[src/rtl/mpmc9_wdf_burst_seq.sv]
// mpmc9_wdf_burst_seq
// Write-data burst sequencer for the MIG write data FIFO (app_wdf_*).
// When the controller state machine sits in WRITE_DATA0, a cache line and its
// byte selects are latched, split into BEATS beats of DATA_W bits and strobed
// into the FIFO under app_wdf_rdy. A one-cycle wdone pulse marks the last beat
// accepted.
//
// Optional feature: define MPMC9_WDF_WATCHDOG_EN to build a stall watchdog that
// sets the sticky wd_timeout flag after TIMEOUT rdy-low cycles in SEND. Without
// the macro, wd_timeout is tied to 0.
//
// Ports
//   clk         in   controller clock, all logic on posedge
//   rst         in   synchronous active-high reset
//   state       in   controller state (mpmc9_pkg encoding)
//   line_i      in   write line, beat n = line_i[n*DATA_W +: DATA_W]
//   sel_i       in   byte enables, 1 = write byte
//   rdy         in   app_wdf_rdy
//   wren        out  app_wdf_wren
//   wend        out  app_wdf_end
//   wdata       out  app_wdf_data
//   wmask       out  app_wdf_mask, 1 = byte not written
//   wdone       out  one-cycle pulse, last beat accepted
//   wd_timeout  out  sticky stall flag
//
// FSM states
//   IDLE | waiting for state == WRITE_DATA0
//   SEND | beats presented on app_wdf_*, advancing on wren && rdy
//   HOLD | burst done, waiting for the controller to leave WRITE_DATA0

module mpmc9_wdf_burst_seq #(
    parameter int          DATA_W      = 128,
    parameter int          BEATS       = 2,
    parameter int          TIMEOUT     = 1023,
    parameter logic [3:0]  WRITE_DATA0 = 4'd5
) (
    input  logic                      clk,
    input  logic                      rst,
    input  logic [3:0]                state,
    input  logic [BEATS*DATA_W-1:0]   line_i,
    input  logic [BEATS*DATA_W/8-1:0] sel_i,
    input  logic                      rdy,
    output logic                      wren,
    output logic                      wend,
    output logic [DATA_W-1:0]         wdata,
    output logic [DATA_W/8-1:0]       wmask,
    output logic                      wdone,
    output logic                      wd_timeout
);

    localparam int MASK_W = DATA_W / 8;
    localparam int BEAT_W = (BEATS > 1) ? $clog2(BEATS) : 1;
    localparam logic [BEAT_W-1:0] LAST_BEAT = BEAT_W'(BEATS - 1);

    typedef enum logic [1:0] {
        IDLE = 2'd0,
        SEND = 2'd1,
        HOLD = 2'd2
    } fsm_t;

    fsm_t                      fsm, fsm_next;
    logic [BEAT_W-1:0]         beat, beat_next;
    logic                      wren_next, wend_next, wdone_next;
    logic [DATA_W-1:0]         wdata_next;
    logic [MASK_W-1:0]         wmask_next;
    logic [BEATS*DATA_W-1:0]   line_q;
    logic [BEATS*MASK_W-1:0]   sel_q;
    logic                      start;
    logic                      accept;

    assign start  = (fsm == IDLE) && (state == WRITE_DATA0);
    assign accept = wren && rdy;

    always_ff @(posedge clk) begin
        if (rst) begin
            fsm   <= IDLE;
            beat  <= '0;
            wren  <= 1'b0;
            wend  <= 1'b0;
            wdata <= '0;
            wmask <= '1;
            wdone <= 1'b0;
        end else begin
            fsm   <= fsm_next;
            beat  <= beat_next;
            wren  <= wren_next;
            wend  <= wend_next;
            wdata <= wdata_next;
            wmask <= wmask_next;
            wdone <= wdone_next;
        end
    end

    // Line storage needs no reset: it is only read while SEND, which is
    // always preceded by a latch.
    always_ff @(posedge clk) begin
        if (start) begin
            line_q <= line_i;
            sel_q  <= sel_i;
        end
    end

    always_comb begin
        fsm_next   = fsm;
        beat_next  = beat;
        wren_next  = wren;
        wend_next  = wend;
        wdata_next = wdata;
        wmask_next = wmask;
        wdone_next = 1'b0;
        case (fsm)
            IDLE: begin
                if (start) begin
                    // beat 0 comes straight from the inputs so wren rises one
                    // cycle after entry
                    wdata_next = line_i[DATA_W-1:0];
                    wmask_next = ~sel_i[MASK_W-1:0];
                    wren_next  = 1'b1;
                    wend_next  = (BEATS == 1);
                    beat_next  = '0;
                    fsm_next   = SEND;
                end
            end
            SEND: begin
                // leaving WRITE_DATA0 here is ignored: MIG needs whole bursts
                if (accept) begin
                    if (beat == LAST_BEAT) begin
                        wren_next  = 1'b0;
                        wend_next  = 1'b0;
                        wdone_next = 1'b1;
                        fsm_next   = HOLD;
                    end else begin
                        beat_next  = beat + 1'b1;
                        wdata_next = line_q[beat_next*DATA_W +: DATA_W];
                        wmask_next = ~sel_q[beat_next*MASK_W +: MASK_W];
                        wend_next  = (beat_next == LAST_BEAT);
                    end
                end
            end
            HOLD: begin
                if (state != WRITE_DATA0) begin
                    fsm_next = IDLE;
                end
            end
            default: fsm_next = IDLE;
        endcase
    end

`ifdef MPMC9_WDF_WATCHDOG_EN
    localparam int CNT_W = $clog2(TIMEOUT + 1);
    logic [CNT_W-1:0] stall_cnt;

    // Counter is zero outside SEND, which covers the clear on SEND entry.
    always_ff @(posedge clk) begin
        if (rst) begin
            stall_cnt  <= '0;
            wd_timeout <= 1'b0;
        end else if (fsm != SEND || rdy) begin
            stall_cnt <= '0;
        end else begin
            if (stall_cnt != CNT_W'(TIMEOUT)) begin
                stall_cnt <= stall_cnt + 1'b1;
            end
            if (stall_cnt == CNT_W'(TIMEOUT - 1)) begin
                wd_timeout <= 1'b1;
            end
        end
    end
`else
    assign wd_timeout = 1'b0;
`endif

endmodule
[config.mk]
export PLATFORM = sky130hd
export DESIGN_NAME = mpmc9_wdf_burst_seq
export DESIGN_NICKNAME = d
export VERILOG_FILES = /design/src/rtl/mpmc9_wdf_burst_seq.sv
export SDC_FILE = /design/constraint.sdc
export NUM_CORES = 1
export LEC_CHECK = 0
export CORE_MARGIN = 2
export CORE_UTILIZATION = 45
export CTS_CLUSTER_SIZE = 30
export DETAILED_ROUTE_END_ITERATION = 6
export PLACE_DENSITY_LB_ADDON = 0.12
export SYNTH_ARGS = -nofsm -noshare
export SYNTH_HDL_FRONTEND = slang
export SYNTH_SLANG_ARGS = --single-unit
[constraint.sdc]
create_clock -name clk -period 8.4 [get_ports clk]
set_clock_uncertainty 0.2 [all_clocks]
set_input_delay 1.26 -clock clk [delete_from_list [all_inputs] [get_ports clk]]
set_output_delay 1.26 -clock clk [all_outputs]
set_load 0.005 [all_outputs]
Word-level counts from Yosys, hierarchy flattened
Cells that the tools add are included.
{"block": "word_totals", "elab_cells": 59, "latchBits": 0, "mem_bits_rw": 0, "ff_bits": 438, "n_memories": 0, "output_inout_bits": 148, "mem_bits_ro": 0}
{"block": "op_classes", "div": 0, "add_sub_neg": 1, "eq_ne": 9, "mul": 0, "order_cmp": 0, "muxes": 25, "bitwise": 4, "reduce_logical": 9, "shifts": 2}
{"operator": "two-way mux 128 bit", "n": 3}
{"operator": "case mux 128 bit (2 select lines)", "n": 1}
{"operator": "variable part select 256 x 9 -> 128 bit", "n": 1}
{"operator": "two-way mux 16 bit", "n": 3}
{"operator": "inverter 16 bit", "n": 2}
{"operator": "case mux 16 bit (2 select lines)", "n": 1}
{"operator": "variable part select 32 x 6 -> 16 bit", "n": 1}
{"operator": "AND reduction 4 bit", "n": 3}
{"operator": "inequality test 2 bit, second input constant", "n": 5}
{"operator": "two-way mux 1 bit", "n": 9}
{"operator": "two-way mux 2 bit", "n": 4}
{"operator": "case mux 1 bit (2 select lines)", "n": 3}
{"operator": "case mux 2 bit (3 select lines)", "n": 1}
{"operator": "equality test 4 x 3 -> 1 bit, second input constant", "n": 1}
{"operator": "inequality test 4 x 3 -> 1 bit, second input constant", "n": 1}
{"operator": "AND reduction 3 bit", "n": 1}
{"operator": "OR reduction 3 bit", "n": 1}
{"operator": "equality test 2 x 1 -> 1 bit, second input constant", "n": 1}
{"operator": "equality test 2 bit, second input constant", "n": 1}
{"operator": "logical AND 1 bit", "n": 2}
{"operator": "zero test 2 bit", "n": 1}
{"operator": "inverter 1 bit", "n": 2}
{"operator": "nonzero test 2 bit", "n": 1}
{"operator": "adder 1 bit, second input constant", "n": 1}

Longest topological paths before layout
{"block": "depth", "word_depth": 6, "mapped_depth": 8, "mapped_depth_nobuf": 4}

Least setup slack after synthesis
No wires, ideal clock.
{"block": "synth_path", "path_type": "input port to flip-flop", "from": "input port state[3]", "to": "register line_q[0], enable pin", "path_stages": 5, "setup_time_ns": 0.637, "setup_slack_ns": -0.186, "t_arrival_ns": 7.749, "cell_sequence": "nand2b_1 -> or4_1 -> buf_4 -> clkbuf_1 -> inv_1"}
{"block": "synth_via", "elab_chain_len": 2}
{"item": "from (decl)", "line": "39", "source": "input logic [3:0] state,"}
{"item": "equality test 4 x 3 -> 1 bit", "line": "71", "source": "assign start = (fsm == IDLE) && (state == WRITE_DATA0);"}
{"item": "logical AND 1 bit", "line": "71"}
{"item": "named net start", "line": "68", "source": "logic start;"}
{"item": "to (signal assigned)", "line": "98", "source": "line_q <= line_i;"}
{"item": "to (decl)", "line": "66", "source": "logic [BEATS*DATA_W-1:0] line_q;"}
The timed path passes the listed nets, and every way through them passes these cells.
A chain may end at the register's enable or synchronous reset.

Final worst setup path
{"block": "layout_path", "from": "input port state[3]", "to": "register line_q[102], enable pin"}
Same word-level chain as after synthesis.

==> results.sh <==
export IMPL_syn2layout_area_growth_pct=34.4
export IMPL_drive_gt1_share_pct=7.72
export IMPL_ios=443
export IMPL_highest_layer="met5"
export IMPL_fmax_mhz=227
export IMPL_initial_utilization_pct=45.7
export IMPL_vias=12800
export IMPL_crit_start="state[3]"
export IMPL_end_kind="register"
export IMPL_status="finished, final reports clean"
export IMPL_cts_setup_buffers=0
export IMPL_worstPathArrival_ns=4.38
export IMPL_cpPeakStageDelay_ns=0.86
export IMPL_drt_iter0_drc=834
export IMPL_maxCapViolations=0
export IMPL_fin_crit_sh_pct=52.4
export IMPL_h_tree_depth=2
export IMPL_min_path_type="register to register"
export IMPL_drt_met1_wl_mm=21.0
export IMPL_floorplan_die_area_sq_mm=0.0411
export IMPL_dr_wl_met3_mm=3.58
export IMPL_firstDrtPassIters=5
export IMPL_cts_buffers=47
export IMPL_cp_endpoint="line_q[102]$_DFFE_PP_"
export IMPL_antenna_found_initial=12
export IMPL_max_slew_margin_pct=27.6
export IMPL_path_class="input pin to register"
export IMPL_rows=72
export IMPL_yosys_warnings=0
export IMPL_viasPerCell=5.68
export IMPL_cpMostUsedCell="buf_4"
export IMPL_rr_endpoint="line_q[102]$_DFFE_PP_"
export IMPL_finalSetupViolations=0
export IMPL_synth_distinct_cells=25
export IMPL_ys_seq_area_share_pct=65.6
export IMPL_placed_cell_area_sq_mm=0.0224
export IMPL_routed_wirelength_mm=50.1
export IMPL_dieHeight_um=203
export IMPL_cts_tree="built"
export IMPL_synth_seq_cells=438
export IMPL_final_fill_count=3090
export IMPL_crit_chain="clkdlybuf4s50_1, nand2b_1, or4_4, clkinvlp_4, buf_4, buf_4"
export IMPL_slew_viol_final=0
export IMPL_cts_resized_gates=0
export IMPL_path_delay_family="buffers and inverters"
export IMPL_grt_start_max_net_pins=190
export IMPL_synthCells=1324
export IMPL_start_kind="input pin"
export IMPL_dp_hpwl_mm=29.7
export IMPL_worstMarginPinSlew_ns=1.09
export IMPL_cts_root_buffer="clkbuf_16"
export IMPL_first_global_vias=12700
export IMPL_hold_viol=0
export IMPL_cp_num_cells=6
export IMPL_met2_length_mm=24.3
export IMPL_p_leak_nw=7.90
export IMPL_numPortBuffers=441
export IMPL_critical_path_slowest_cell="buf_4"
export IMPL_wl_per_cell_um=22.3
export IMPL_nets=1981
export IMPL_final_cell_area_sq_mm=0.0239
export IMPL_dpl_cell_count=2155
export IMPL_r2r_slack_ns=4.82
export IMPL_stdcell_count=2249
export IMPL_power_density_mw_per_mm2=197
export IMPL_cts_sinks=438
export IMPL_grt_pass1_wl_mm=75.5
export IMPL_post_place_ws_ns=3.41
export IMPL_fin_crit_ns=4.40
export IMPL_crit_required_ns=8.38
export IMPL_ir_drop_v=0.000184
export IMPL_worst_path_buf_inv=4
export IMPL_grtUsageTotal_pct=23.7
export IMPL_grt_overflow=0
export IMPL_core_area_sq_mm=0.0388
export IMPL_antenna_left=0
export IMPL_syn_num_nets=1619
export IMPL_hold_buffers=0
export IMPL_place_congestion=0.756
export IMPL_fp_dieW_um=203
export IMPL_clk_latency_ns=0.57
export IMPL_avgSynthCellArea_sq_um=13.4
export IMPL_synth_area_sq_mm=0.0178
export IMPL_clk_pin_slew_ns=0.06
export IMPL_timing_rr_start="fsm[1]$_SDFFE_PP0P_"
export IMPL_path_max_fanout=77
export IMPL_drc=0
export IMPL_fin_ws_ns=4.00
export IMPL_reg2reg_depth=4
export IMPL_clock_path_buffers=3
export IMPL_tns_ns=0
export IMPL_rsz0062_at_grt="no"
how the worst min path moves through the flow:
stage,from,depth (start not counted),slack [ns],to
finish,wend$_SDFFE_PP0P_,2,0.27,wend$_SDFFE_PP0P_
global route,wend$_SDFFE_PP0P_,2,0.30,wend$_SDFFE_PP0P_
CTS,wend$_SDFFE_PP0P_,2,0.28,wend$_SDFFE_PP0P_
detailed placement,wend$_SDFFE_PP0P_,2,0.27,wend$_SDFFE_PP0P_
global placement,wend$_SDFFE_PP0P_,2,0.25,wend$_SDFFE_PP0P_
floorplan,fsm[1]$_SDFFE_PP0P_,2,0.25,fsm[1]$_SDFFE_PP0P_
registers in the layout, summed over array words and instances, names as in the netlist:
signal / flops
beat: 1
fsm: 2
line_q: 256
sel_q: 32
wdata: 128
wdone: 1
wend: 1
wmask: 16
wren: 1
cell families (layout without fill, tap and decap cells):
group,count (synthesis),in the layout,share of synthesized area [%]
buf+inv,142,541,3.42
flops,438,438,65.6
simple gates,433,433,14.7
other cells,1,9,0.0211
compound gates,278,278,14.4
mux,32,32,1.80
layer usage:
metal,global-route usage (%),vias up
li1,-,5916
met1,31.5,6292
met2,37.9,479
met3,5.78,70
met4,8.52,8
met5,0,-
per-stage QoR:
stage               hold WS (ns)  total power [mW]  utilization [%]
floorplan                  0.253              2.55                -
global placement           0.253              2.77             57.7
detailed placement         0.268              2.78             57.7
CTS                        0.276              4.74             61.4
global route               0.298              4.86             61.5
finish                     0.273              4.70             61.5
cell usage in the layout (no fill, tap or decap), types with 44 or more instances in the layout:
cell             count
o41ai_1             84
nor2b_1            128
o41ai_2             44
clkbuf_16           49
edfxtp_1           288
clkdlybuf4s50_1    440
nor2_1             161
dfxtp_1            149
nand4b_1           129
a211oi_1           144
where the power goes:
| part | leakage (nW) | switching [mW] | total [mW] | internal, mW |
|---|---|---|---|---|
| sequential | 3.83 | 0.0210 | 2.38 | 2.36 |
| clock | 0.727 | 0.827 | 1.97 | 1.14 |
| combinational | 3.34 | 0.151 | 0.351 | 0.200 |
| total | 7.90 | 0.999 | 4.70 | 3.70 |
synth_stat cells, drive strengths merged:
cell | n | share of area, %
mux2i | 32 | 1.8
nor3 | 1 | 0.028
clkbuf | 109 | 2.3
nand4b | 129 | 6.4
nand2b | 3 | 0.11
or4 | 1 | 0.042
nand2 | 4 | 0.085
inv | 1 | 0.021
edfxtp | 288 | 49
nand4 | 1 | 0.035
and2 | 1 | 0.035
o41ai | 128 | 8.2
nor2 | 161 | 3.4
a211oi | 144 | 6.1
buf | 32 | 1.1
nand3 | 3 | 0.085
a21oi | 5 | 0.14
nor2b | 129 | 4.5
conb | 1 | 0.021
o21ai | 1 | 0.028
dfxtp | 150 | 17
worst min-delay path: stages (launching register included):
cell	delay (ns)
dfxtp_1	0.31
nand3_1	0.06
a21oi_1	0.06
area by class of cell:
type	instances	area, sq um	area share (%)
sequential	438	11700	48.8
clock inverter	19	118	0.493
antenna	8	20.0	0.0839
multi-input combinational	744	5520	23.1
clock buffer	67	1340	5.63
timing repair buffer	454	4550	19.1
inverter	1	7.51	0.0315
tap	518	648	2.72
Power figures use the tool's default switching activity.
